**src/rtl/nmk_903_depacker.sv**
```systemverilog
// Rebuilds 8-bit A bytes from nibble pairs on the NMK-903 packed bus and queues them in a DEPTH-entry FIFO.
// Head is valid the edge the second half lands; IN_READY drops only in SECOND while full. Optional B check: NMK903_BCHECK_EN.
module nmk_903_depacker #(
    parameter int DEPTH = 4
) (
    input  logic                     CLK,
    input  logic                     RST,
    input  logic                     IN_VALID,
    output logic                     IN_READY,
    input  logic [7:0]               IN_BYTE,
    input  logic                     ANIBSEL,
    input  logic                     SYNC,
    output logic                     A_VALID,
    input  logic                     A_READY,
    output logic [7:0]               A_BYTE,
    output logic [3:0]               B_NIB,
    output logic                     ALLF,
    output logic [$clog2(DEPTH):0]   LEVEL,
    output logic                     B_ERR
);
    localparam int AW = $clog2(DEPTH);
    localparam logic [AW:0] L_FULL = (AW+1)'(DEPTH);

    typedef enum logic {ST_FIRST, ST_SECOND} state_t;

    state_t         r_state;
    state_t         w_state_nxt;
    logic [3:0]     r_held_a;
    logic           r_order;
    logic [12:0]    r_mem [DEPTH];
    logic [AW-1:0]  r_wptr;
    logic [AW-1:0]  r_rptr;
    logic [AW:0]    r_level;

    logic           w_accept;
    logic           w_load;
    logic           w_push;
    logic           w_pop;
    logic [7:0]     w_word_a;
    logic [12:0]    w_head;

    assign IN_READY = (r_state == ST_FIRST) || (r_level != L_FULL);
    assign w_accept = IN_VALID && IN_READY;
    assign A_VALID  = (r_level != '0);
    assign w_pop    = A_VALID && A_READY;
    assign w_word_a = r_order ? {IN_BYTE[3:0], r_held_a} : {r_held_a, IN_BYTE[3:0]};
    assign w_head   = r_mem[r_rptr];

    // SYNC takes precedence: a byte accepted alongside it opens a fresh pair.
    always_comb begin
        w_state_nxt = r_state;
        w_load      = 1'b0;
        w_push      = 1'b0;
        if (SYNC) begin
            w_state_nxt = w_accept ? ST_SECOND : ST_FIRST;
            w_load      = w_accept;
        end else if (w_accept) begin
            if (r_state == ST_FIRST) begin
                w_state_nxt = ST_SECOND;
                w_load      = 1'b1;
            end else begin
                w_state_nxt = ST_FIRST;
                w_push      = 1'b1;
            end
        end
    end

    always_ff @(posedge CLK or posedge RST) begin
        if (RST) begin
            r_state  <= ST_FIRST;
            r_held_a <= 4'h0;
            r_order  <= 1'b0;
        end else begin
            r_state <= w_state_nxt;
            if (w_load) begin
                r_held_a <= IN_BYTE[3:0];
                r_order  <= ANIBSEL;
            end
        end
    end

    always_ff @(posedge CLK or posedge RST) begin
        if (RST) begin
            r_wptr  <= '0;
            r_rptr  <= '0;
            r_level <= '0;
        end else begin
            if (w_push) r_wptr <= r_wptr + 1'b1;
            if (w_pop)  r_rptr <= r_rptr + 1'b1;
            case ({w_push, w_pop})
                2'b10:   r_level <= r_level + 1'b1;
                2'b01:   r_level <= r_level - 1'b1;
                default: r_level <= r_level;
            endcase
        end
    end

    // Storage needs no reset: outputs are masked while empty.
    always_ff @(posedge CLK) begin
        if (w_push) r_mem[r_wptr] <= {(w_word_a[3:0] == 4'hF), IN_BYTE[7:4], w_word_a};
    end

    assign A_BYTE = A_VALID ? w_head[7:0]  : 8'h00;
    assign B_NIB  = A_VALID ? w_head[11:8] : 4'h0;
    assign ALLF   = A_VALID ? w_head[12]   : 1'b0;
    assign LEVEL  = r_level;

`ifdef NMK903_BCHECK_EN
    logic [3:0] r_held_b;
    logic       r_b_err;

    always_ff @(posedge CLK or posedge RST) begin
        if (RST) begin
            r_held_b <= 4'h0;
            r_b_err  <= 1'b0;
        end else begin
            if (w_load) r_held_b <= IN_BYTE[7:4];
            if (w_push && (IN_BYTE[7:4] != r_held_b)) r_b_err <= 1'b1;
        end
    end

    assign B_ERR = r_b_err;
`else
    assign B_ERR = 1'b0;
`endif

endmodule

```
**config.mk**
```make
export PLATFORM = sky130hd
export DESIGN_NAME = nmk_903_depacker
export DESIGN_NICKNAME = d
export VERILOG_FILES = /design/src/rtl/nmk_903_depacker.sv
export SDC_FILE = /design/constraint.sdc
export NUM_CORES = 1
export LEC_CHECK = 0
export CAP_MARGIN = 10
export CORE_ASPECT_RATIO = 0.9
export CORE_MARGIN = 2
export CORE_UTILIZATION = 59
export CTS_CLUSTER_DIAMETER = 150
export DETAILED_ROUTE_END_ITERATION = 16
export PLACE_DENSITY = 0.88
export SLEW_MARGIN = 20
export SYNTH_ARGS = -nofsm -noshare
export SYNTH_HDL_FRONTEND = slang
export SYNTH_SLANG_ARGS = --single-unit
```
**constraint.sdc**
```tcl
create_clock -name CLK -period 3.2 [get_ports CLK]
set_input_delay 0.48 -clock CLK [delete_from_list [all_inputs] [get_ports CLK]]
set_output_delay 0.48 -clock CLK [all_outputs]
set_load 0.02 [all_outputs]
```
Word level (Yosys, flattened, before mapping)
Memory sizes are Yosys's and may differ from the RTL's.
Index checks and enable logic that the tools add are counted.
{ "totals": {"mem_bits_ro": 0, "latch_bits": 0, "inputBits": 14, "out_inout_bits": 19, "elab_cells": 38, "ramBits": 52, "register_bits": 13, "memories": 1} }
{ "memory_table": {"columns": ["name", "words", "word_bits", "read_ports", "rd_ports_with_merged_regs", "write_ports", "line_no", "source"], "rows": [
  ["r_mem", 4, 13, 1, 0, 1, "30", "logic [12:0] r_mem [DEPTH];"]
]} }
{ "classes": {"n_mux": 16, "div_mod_pow": 0, "eq_ne": 4, "n_mul": 0, "shifts": 0, "n_reduce_logical": 6, "addsub": 4, "order_cmp": 0, "bitwise_logic": 1} }
{ "ops": {"columns": ["cell", "n"], "rows": [
  ["8-bit 2-to-1 mux", 2],
  ["1-bit 2-to-1 mux", 12],
  ["3-bit one-hot mux with 2 select lines", 1],
  ["2-bit by 1-bit adder with 2-bit output, second input constant", 2],
  ["4-bit == test, second input constant", 1],
  ["4-bit 2-to-1 mux", 1],
  ["2-bit nonzero test", 2],
  ["3-bit by 1-bit adder with 3-bit output, second input constant", 1],
  ["3-bit inequality test, second input constant", 1],
  ["3-bit nonzero test", 1],
  ["3-bit by 1-bit subtractor with 3-bit output, second input constant", 1],
  ["2-bit by 1-bit == test with 1-bit output, second input constant", 1],
  ["2-bit == test, second input constant", 1],
  ["1-bit logical AND", 2],
  ["1-bit logical OR", 1],
  ["1-bit NOT", 1]
]} }

Longest topological paths before layout
Gate-level depths: netlist of the first run.
{ "logic_depth": {"ltp_word": 7, "depth_mapped": 10, "ltp_nobuf": 9} }

Worst setup path before layout of the first run
OpenSTA, ideal clock, no wires.
{ "synth_path": {"kind": "reg-to-reg", "from": "reg r_level[0] (netlist: LEVEL[0])", "to": "reg r_level[2] (netlist: LEVEL[2])", "t_arrival_ns": 2.218, "path_buffers": 1, "path_stages_with_launch": 11, "setup_slack_ns": 0.902, "path_cell_list": "dfrtp_1 -> or3b_1 -> and4b_1 -> buf_6 -> inv_1 -> ha_1 -> inv_1 -> fa_1 -> xor2_1 -> nor2_1 -> xor2_1"} }
{ "synth_between": {"elab_chain_cells": 7, "elab_cells_between_ends": 13, "classes_between": "add/sub (2); eq/ne (3); mux (3); reduce/logical (5)"} }
{ "synth_lines": {"columns": ["item", "line_no", "source"], "rows": [
  ["start: declaration", "33", "logic [AW:0] r_level;"],
  ["start signal: assignment", "91", "2'b10: r_level <= r_level + 1'b1;"],
  ["start signal: assignment", "92", "2'b01: r_level <= r_level - 1'b1;"],
  ["start signal: assignment", "93", "default: r_level <= r_level;"],
  ["3-bit inequality test", "42", "assign IN_READY = (r_state == ST_FIRST) || (r_level != L_FULL);"],
  ["1-bit logical OR", "42", null],
  ["1-bit logical AND", "43", "assign w_accept = IN_VALID && IN_READY;"],
  ["1-bit 2-to-1 mux", "57", "end else if (w_accept) begin"],
  ["1-bit 2-to-1 mux", "54", "if (SYNC) begin"],
  ["2-bit by 1-bit == test with 1-bit output or 2-bit == test (tied branches)", "90", "case ({w_push, w_pop})"],
  ["3-bit one-hot mux with 2 select lines or 2-bit nonzero test (tied branches)", null, null]
]} }
Several ways; a longest one is shown, not always the timed one.
A chain may end at the register's enable or synchronous reset.

Worst setup path after layout of the first run
{ "layout_path": {"from": "reg r_rptr[1]", "to": "out A_BYTE[0]"} }
{ "layout_between": {"elab_chain_cells": 2} }
{ "layout_lines": {"columns": ["item", "line_no", "source"], "rows": [
  ["start: declaration", "32", "logic [AW-1:0] r_rptr;"],
  ["start signal: assignment", "89", "if (w_pop) r_rptr <= r_rptr + 1'b1;"],
  ["memory read 4 x 13 bit", null, null],
  ["8-bit 2-to-1 mux", "103", "assign A_BYTE = A_VALID ? w_head[7:0] : 8'h00;"],
  ["end: declaration", "15", "output logic [7:0] A_BYTE,"]
]} }
Every way passes these cells.

==> summary.md, run 1 <==
| Metric | Value |
|---|---|
| Number of global-route vias before repair | `1372` |
| Final critical-path required period | `2.67 ns` |
| I/O pin total | `33` |
| CTS Hold Bufs | `0` |
| GR Overflow Total | `0` |
| Finished Cell Area | `3270 um2` |
| Worst reg2reg path endpoint | `LEVEL[2]` |
| Outcome | `completed` |
| RSZ-0062 raised after global routing | `no` |
| GRT Total Usage | `0.191` |
| EDFF count, synth | `52` |
| Setup bufs post-CTS | `0` |
| Critical R2R Launch | `LEVEL[0]` |
| Max VDD drop | `467 uV` |
| Initial antenna violation count | `0` |
| Setup TNS Final | `0 ns` |
| Pre-CTS WS | `0.752 ns` |
| DRT iter0 DRCs | `83` |
| Maximum clock frequency | `374 MHz` |
| CTS resizes | `0` |
| Top sig layer | `met4` |
| M1 wire length | `1.94 mm` |
| CTS tree | `done` |
| Slew Limit Headroom | `0.526` |
| Antenna diodes | `0` |
| Detailed Place HPWL | `2.94 mm` |
| Count of different cell masters after synthesis | `27` |
| LEAKAGE | `1.16 nW` |
| Startpoint Class | `flip-flop` |
| First-pass GRT wire length | `7.07 mm` |
| Largest net degree at the start of global routing | `17` |
| Core Area | `4460 um2` |
| Met2 Wirelength | `2.30 mm` |
| Critical setup path kind | `flip-flop to output port` |
| Layout cell share with drive strength beyond 1 | `0.206` |
| Max cap viols | `0` |
| Register area share after synthesis | `0.686` |
| Post-Synthesis Cells | `149` |
| R2R depth | `9` |
| Yosys warnings | `0` |
| CTS Buffer Depth | `2` |
| Pwr/cell area | `886 nW/um2` |
| Number of CTS-inserted buffers | `9` |
| Die Area | `5220 um2` |
| Worst Tran Pin Value | `0.712 ns` |
| Critical path data arrival time | `2.19 ns` |
| Port Buffer Count | `31` |
| Drc violations | `0` |
| Final core occ | `0.734` |
| Worst endpoint required time | `2.72 ns` |
| Die W | `76.0 um` |
| Wire length on met3 | `153 um` |
| Post-place instance area | `3100 um2` |
| Mapped Nets | `169` |
| Final Skew | `0.00645 ns` |
| Period Utilization, post-route | `0.835` |
| Die Ht | `68.8 um` |
| Final number of hold-violating endpoints | `0` |
| CTS H-Tree Depth | `3` |
| Synth Cell Area | `2750 um2` |
| Clock Latency Late Sink | `0.32 ns` |
| WL/cell | `17.7 um` |
| FF-to-FF setup slack | `0.83 ns` |
| #FFs+latches synth | `65` |
| Via density | `5.50` |
| CP endpoint kind | `output port` |
| Top_reg_cell synth | `edfxtp_1` |
| Area Overhead vs Synth | `19.1%` |
| Worst-path fanout max | `14` |
| Crit. Startpoint | `r_rptr[1]` |
| GPL Wtd Cong | `0.728` |
| Async set-or-reset flop fraction in the synthesized netlist | `0.200` |
| Site Rows | `23` |
| Final setup fails | `0` |
| Root Buffer | `clkbuf_8` |
| Area of the multi-input gates | `792 um2` |
| Fillers | `266` |
| Syn_area_per_cell | `18.4 um2` |
| Slew Viols, Final | `0` |
| Initial Utilization | `0.616` |
| Clk slew on worst S/H paths | `0.06 ns` |
| Reg area | `1890 um2` |
| Worst setup margin | `0.529 ns` |
| ANT nets after route | `0` |
| Layout Nets | `205` |
| Drt first pass iters | `4` |
| DRT Wirelength | `4.44 mm` |
| Vias | `1380` |
| CTS Sinks | `65` |
| Min-delay worst type | `input pin to asynchronous set/reset pin` |
## cell usage in the layout (no fill, tap or decap), types with 2 or more instances in the layout
cell	Yosys	final
nand3_1	2	2
clkinv_1	0	4
dfrtp_1	13	13
inv_1	7	7
mux2_2	13	13
edfxtp_1	52	52
clkdlybuf4s50_1	0	31
xnor2_1	3	3
xor2_1	3	3
mux4_2	13	13
and2_1	18	18
clkbuf_8	0	9
ha_1	5	5
## cell type report
cell class,instances,area share
tap,62,0.0237
clock inverter,6,0.0153
sequential,65,0.576
inverter,7,0.00802
timing repair buffer,32,0.0971
clock buffer,9,0.0378
multi-input combinational,70,0.242
## through the flow
stage,hold slack (ns),std cells,power (mW)
final,0.488,251,2.90
after global routing,0.524,251,3.05
after CTS,0.492,251,2.93
after detailed placement,0.518,236,2.31
after global placement,0.504,236,2.26
after floorplan,0.357,149,1.90
## flip-flops by register name, summed over array words and instances (netlist names)
signal / cells
r_mem: 52
r_held_a: 4
LEVEL: 3
r_rptr: 2
r_wptr: 2
r_order: 1
r_state: 1
## report_power, final
| part | leakage (nW) | switching [mW] | internal [mW] | total (mW) |
|---|---|---|---|---|
| Sequential | 0.623 | 0.112 | 1.06 | 1.18 |
| Clock | 0.0890 | 0.277 | 0.343 | 0.620 |
| Combinational | 0.451 | 0.515 | 0.590 | 1.10 |
## worst max-delay path, cell delays in order (launching register included)
cell	delay [ns]
dfrtp_1	0.75
mux4_2	0.41
and2_1	0.18
clkdlybuf4s50_1	0.53
## worst max path at each step
| stage | to | slack, ns | cells past startpoint |
|---|---|---|---|
| after global placement | A_BYTE[0] | 0.85 | 3 |
| after CTS | A_BYTE[0] | 0.49 | 3 |
| after detailed placement | LEVEL[2] | 0.75 | 9 |
| after global routing | B_NIB[0] | 0.42 | 3 |
| after floorplan | LEVEL[2] | 0.90 | 10 |
| final | A_BYTE[0] | 0.53 | 3 |
## synthesized netlist by cell type (2+ instances only)
library cell	number	area share
edfxtp_1	52	0.57
and2_1	18	0.041
dfrtp_1	13	0.12
mux2_2	13	0.053
mux4_2	13	0.11
inv_1	7	0.0096
ha_1	5	0.023
xnor2_1	3	0.0096
xor2_1	3	0.0096
buf_2	2	0.0036
buf_4	2	0.0055
clkbuf_1	2	0.0027
nand3_1	2	0.0036
## routing by layer
metal	vias up	global-route usage
met1	711	0.233
met3	6	0.0612
li1	632	-
met4	0	0.0750
met5	-	0
met2	31	0.327
## cell families (layout without fill, tap and decap cells)
group,count (synthesis),after routing,share of synthesized area
compound gates,1,1,0.00273
xor+xnor,6,6,0.0191
fa+ha+maj,6,6,0.0300
buf+inv,14,54,0.0255
flops,65,65,0.686
mux,28,28,0.169
other cells,1,1,0.00136
simple gates,28,28,0.0660
Power figures use the tool's default switching activity.
==> inputs of run 2 (changes only) <==
- CORE_UTILIZATION: 59 -> 49
- PLACE_DENSITY: 0.88 -> 0.78
- clock period: 3.2 -> 2.3 ns (I/O delays scaled with it)
==> run 2 against run 1 <==
Count of clock-buffer cells in the layout increased by 3. Critical path depth increased by 7. Via count increased by 3.6%. Global-route usage decreased by 2.3 points. Sequential power increased by 39%. Hold slack got worse by 0.14 ns. Critical path type is now flip-flop to flip-flop.
==> summary.md, run 2 (same netlist as run 1, synthesis figures left out) <==
| Metric | Value |
|---|---|
| Slew Viols, Final | `0 (unchanged)` |
| Internal cell power | `2.69 mW (+35%)` |
| Final setup fails | `0 (unchanged)` |
| Initial antenna violation count | `0 (unchanged)` |
| I/O pin total | `33 (unchanged)` |
| Clock Latency Late Sink | `0.34 ns (+0.02 ns)` |
| Min-delay worst type | `input pin to asynchronous set/reset pin` |
| GPL Wtd Cong | `0.738 (+1.5%)` |
| Number of flip-flops under the largest register name | `52 (unchanged)` |
| Clk slew on worst S/H paths | `0.07 ns (about the same)` |
| Post-place instance area | `3170 um2 (+2.1%)` |
| Sw Ratio | `0.329 (+0.0172)` |
| First-pass GRT wire length | `7.42 mm (+4.9%)` |
| CP endpoint kind | `flip-flop` |
| RSZ-0062 raised after global routing | `yes` |
| Layout cell share with drive strength beyond 1 | `0.279 (+0.0731)` |
| Detailed Place HPWL | `3.16 mm (+7.5%)` |
| GRT Total Usage | `0.168 (-0.0231)` |
| Core Area | `5320 um2 (+19%)` |
| Number of CTS-inserted buffers | `9 (unchanged)` |
| Period Utilization, post-route | `0.984` |
| Max VDD drop | `516 uV (+10%)` |
| Finished Cell Area | `3370 um2 (+2.9%)` |
| Critical path data arrival time | `2.49 ns (+0.30 ns)` |
| Total Power | `4.01 mW (+38%)` |
| Area Overhead vs Synth | `22.6%` |
| Maximum clock frequency | `442 MHz` |
| CTS H-Tree Depth | `3 (unchanged)` |
| CTS Sinks | `65 (unchanged)` |
| Final Skew | `0.0118 ns (+0.00535 ns)` |
| Crit-path cells | `buf_4 > or3_1 > buf_4 > and2_1 > ha_2 > inv_1 > fa_2 > xor2_1 > nor2_1 > xor2_1` |
| Clock group share of total power | `0.194 (-0.020)` |
| Final core occ | `0.634 (-0.100)` |
| Pwr/cell area | `1190 nW/um2 (+34%)` |
| DRT Wirelength | `4.88 mm (+10%)` |
| Root Buffer | `clkbuf_8` |
| Drt first pass iters | `4 (unchanged)` |
| Drc violations | `0 (unchanged)` |
| Die W | `83.0 um (+9.2%)` |
| Final critical-path required period | `2.26 ns` |
| Vias | `1429 (+3.6%)` |
| Site Rows | `25 (+8.7%)` |
| WL/cell | `18.0 um (+1.9%)` |
| Sequential share of power | `0.409 (+0.004)` |
| CTS Buffer Depth | `2 (unchanged)` |
| Startpoint Class | `flip-flop` |
| Max cap viols | `0 (unchanged)` |
| CTS tree | `done` |
| GR Overflow Total | `0 (unchanged)` |
| Slew Limit Headroom | `0.643 (+0.117)` |
| Largest register by flop count | `r_mem` |
| Worst-path fanout max | `16 (+2)` |
| LEAKAGE | `1.24 nW (+6.8%)` |
| CP max stage cell | `dfrtp_2` |
| Combinational fraction of design power | `0.397 (+0.016)` |
| Worst endpoint required time | `2.52 ns (-0.20 ns)` |
| Most common cell after layout, fill and taps aside | `edfxtp_1` |
| Die Ht | `75.1 um (+9.2%)` |
| Critical setup path kind | `flip-flop to flip-flop` |
| Critical Path Max Stage Delay | `0.44 ns (-0.31 ns)` |
| Via density | `5.27 (-4.1%)` |
| Die Area | `6230 um2 (+19%)` |
| Most frequent cells in the layout | `edfxtp_1 (52), and2_1 (18), clkdlybuf4s50_1 (17)` |
| Outcome | `completed` |
| Port Buffer Count | `31 (unchanged)` |
| Layout Nets | `219 (+6.8%)` |
| Number of global-route vias before repair | `1473 (+7.4%)` |
| Antenna diodes | `0 (unchanged)` |
| Worst Tran Pin Value | `0.535 ns (-0.176 ns)` |
| Initial Utilization | `0.517 (-0.0993)` |
| Largest net degree at the start of global routing | `17 (unchanged)` |
| NetSw | `1.32 mW (+46%)` |
| ANT nets after route | `0 (unchanged)` |
| DRT iter0 DRCs | `66 (-20%)` |
| CTS Hold Bufs | `0 (unchanged)` |
| Final number of hold-violating endpoints | `0 (unchanged)` |
## run 2: cell count changes in the layout (fill, tap and decap cells not counted), sizes merged
cell           previous run  this run
buf                       1        15
clkinvlp                  0         1
clkdlybuf4s50            31        17
clkinv                    5         3
clkdlybuf4s15             0         2
bufinv                    1         0
dlygate4sd2               0        11
clkbuf                    9        12
dlymetal6s2s              0         1
## run 2: power by group through the flow
stage	Combinational, mW	Sequential [mW]	Clock, mW
after global placement	1.57	1.64	0
after detailed placement	1.64	1.66	0
after floorplan	1.03	1.61	0
after global routing	1.72	1.66	0.841
after CTS	1.53	1.64	0.791
final	1.59	1.64	0.778
## run 2: final cells by class
class / instances / area (um2)
clock inverter: 4 / 20.0
clock buffer: 12 / 135
tap: 67 / 83.8
timing repair buffer: 46 / 419
inverter: 7 / 26.3
fill: 393 / 1950
multi-input combinational: 70 / 797
sequential: 65 / 1890
## run 2: path summary, 6_finish.rpt
path / from / end / slack [ns] / cells after the start
max in group asynchronous: RST / r_rptr[1] / 1.56 / 2
min: RST / r_wptr[1] / 0.34 / 2
max: LEVEL[2] / LEVEL[2] / 0.04 / 10
min reg2reg: r_held_a[2] / r_held_a[2] / 0.53 / 1
max reg2reg: LEVEL[2] / LEVEL[2] / 0.04 / 10
min in group CLK: r_held_a[2] / r_held_a[2] / 0.53 / 1
## run 2: stage by stage
step | std cells | hold slack (ns) | TNS, ns | setup WS, ns
floorplan | 149 | 0.222 | 0 | 0.00180
global placement | 249 | 0.506 | 0 | 0.129
detailed placement | 249 | 0.514 | 0 | 0.0217
CTS | 265 | 0.367 | 0 | 0.0140
global route | 271 | 0.402 | -0.0585 | -0.0476
finish | 271 | 0.344 | 0 | 0.0379
## run 2: layer usage
layer | track usage | wire length (um)
met3 | 0.0515 | 194
met5 | 0 | 0
met1 | 0.197 | 2060
met4 | 0.0984 | 117
met2 | 0.281 | 2510
## run 2: timing repair
action	in CTS	in global routing
pin swaps	0	4
endpoints found under the setup margin	14	8
gates resized for setup	15	7
setup buffers	0	6
## run 2: worst max-delay path, delay by kind of cell (launching register included)
family	cells	cell delay, ns
AND/OR/NAND/NOR	3	0.58
XOR/XNOR	2	0.30
buffers and inverters	3	0.43
adder cells (fa/ha/maj)	2	0.38
flip-flops	1	0.44
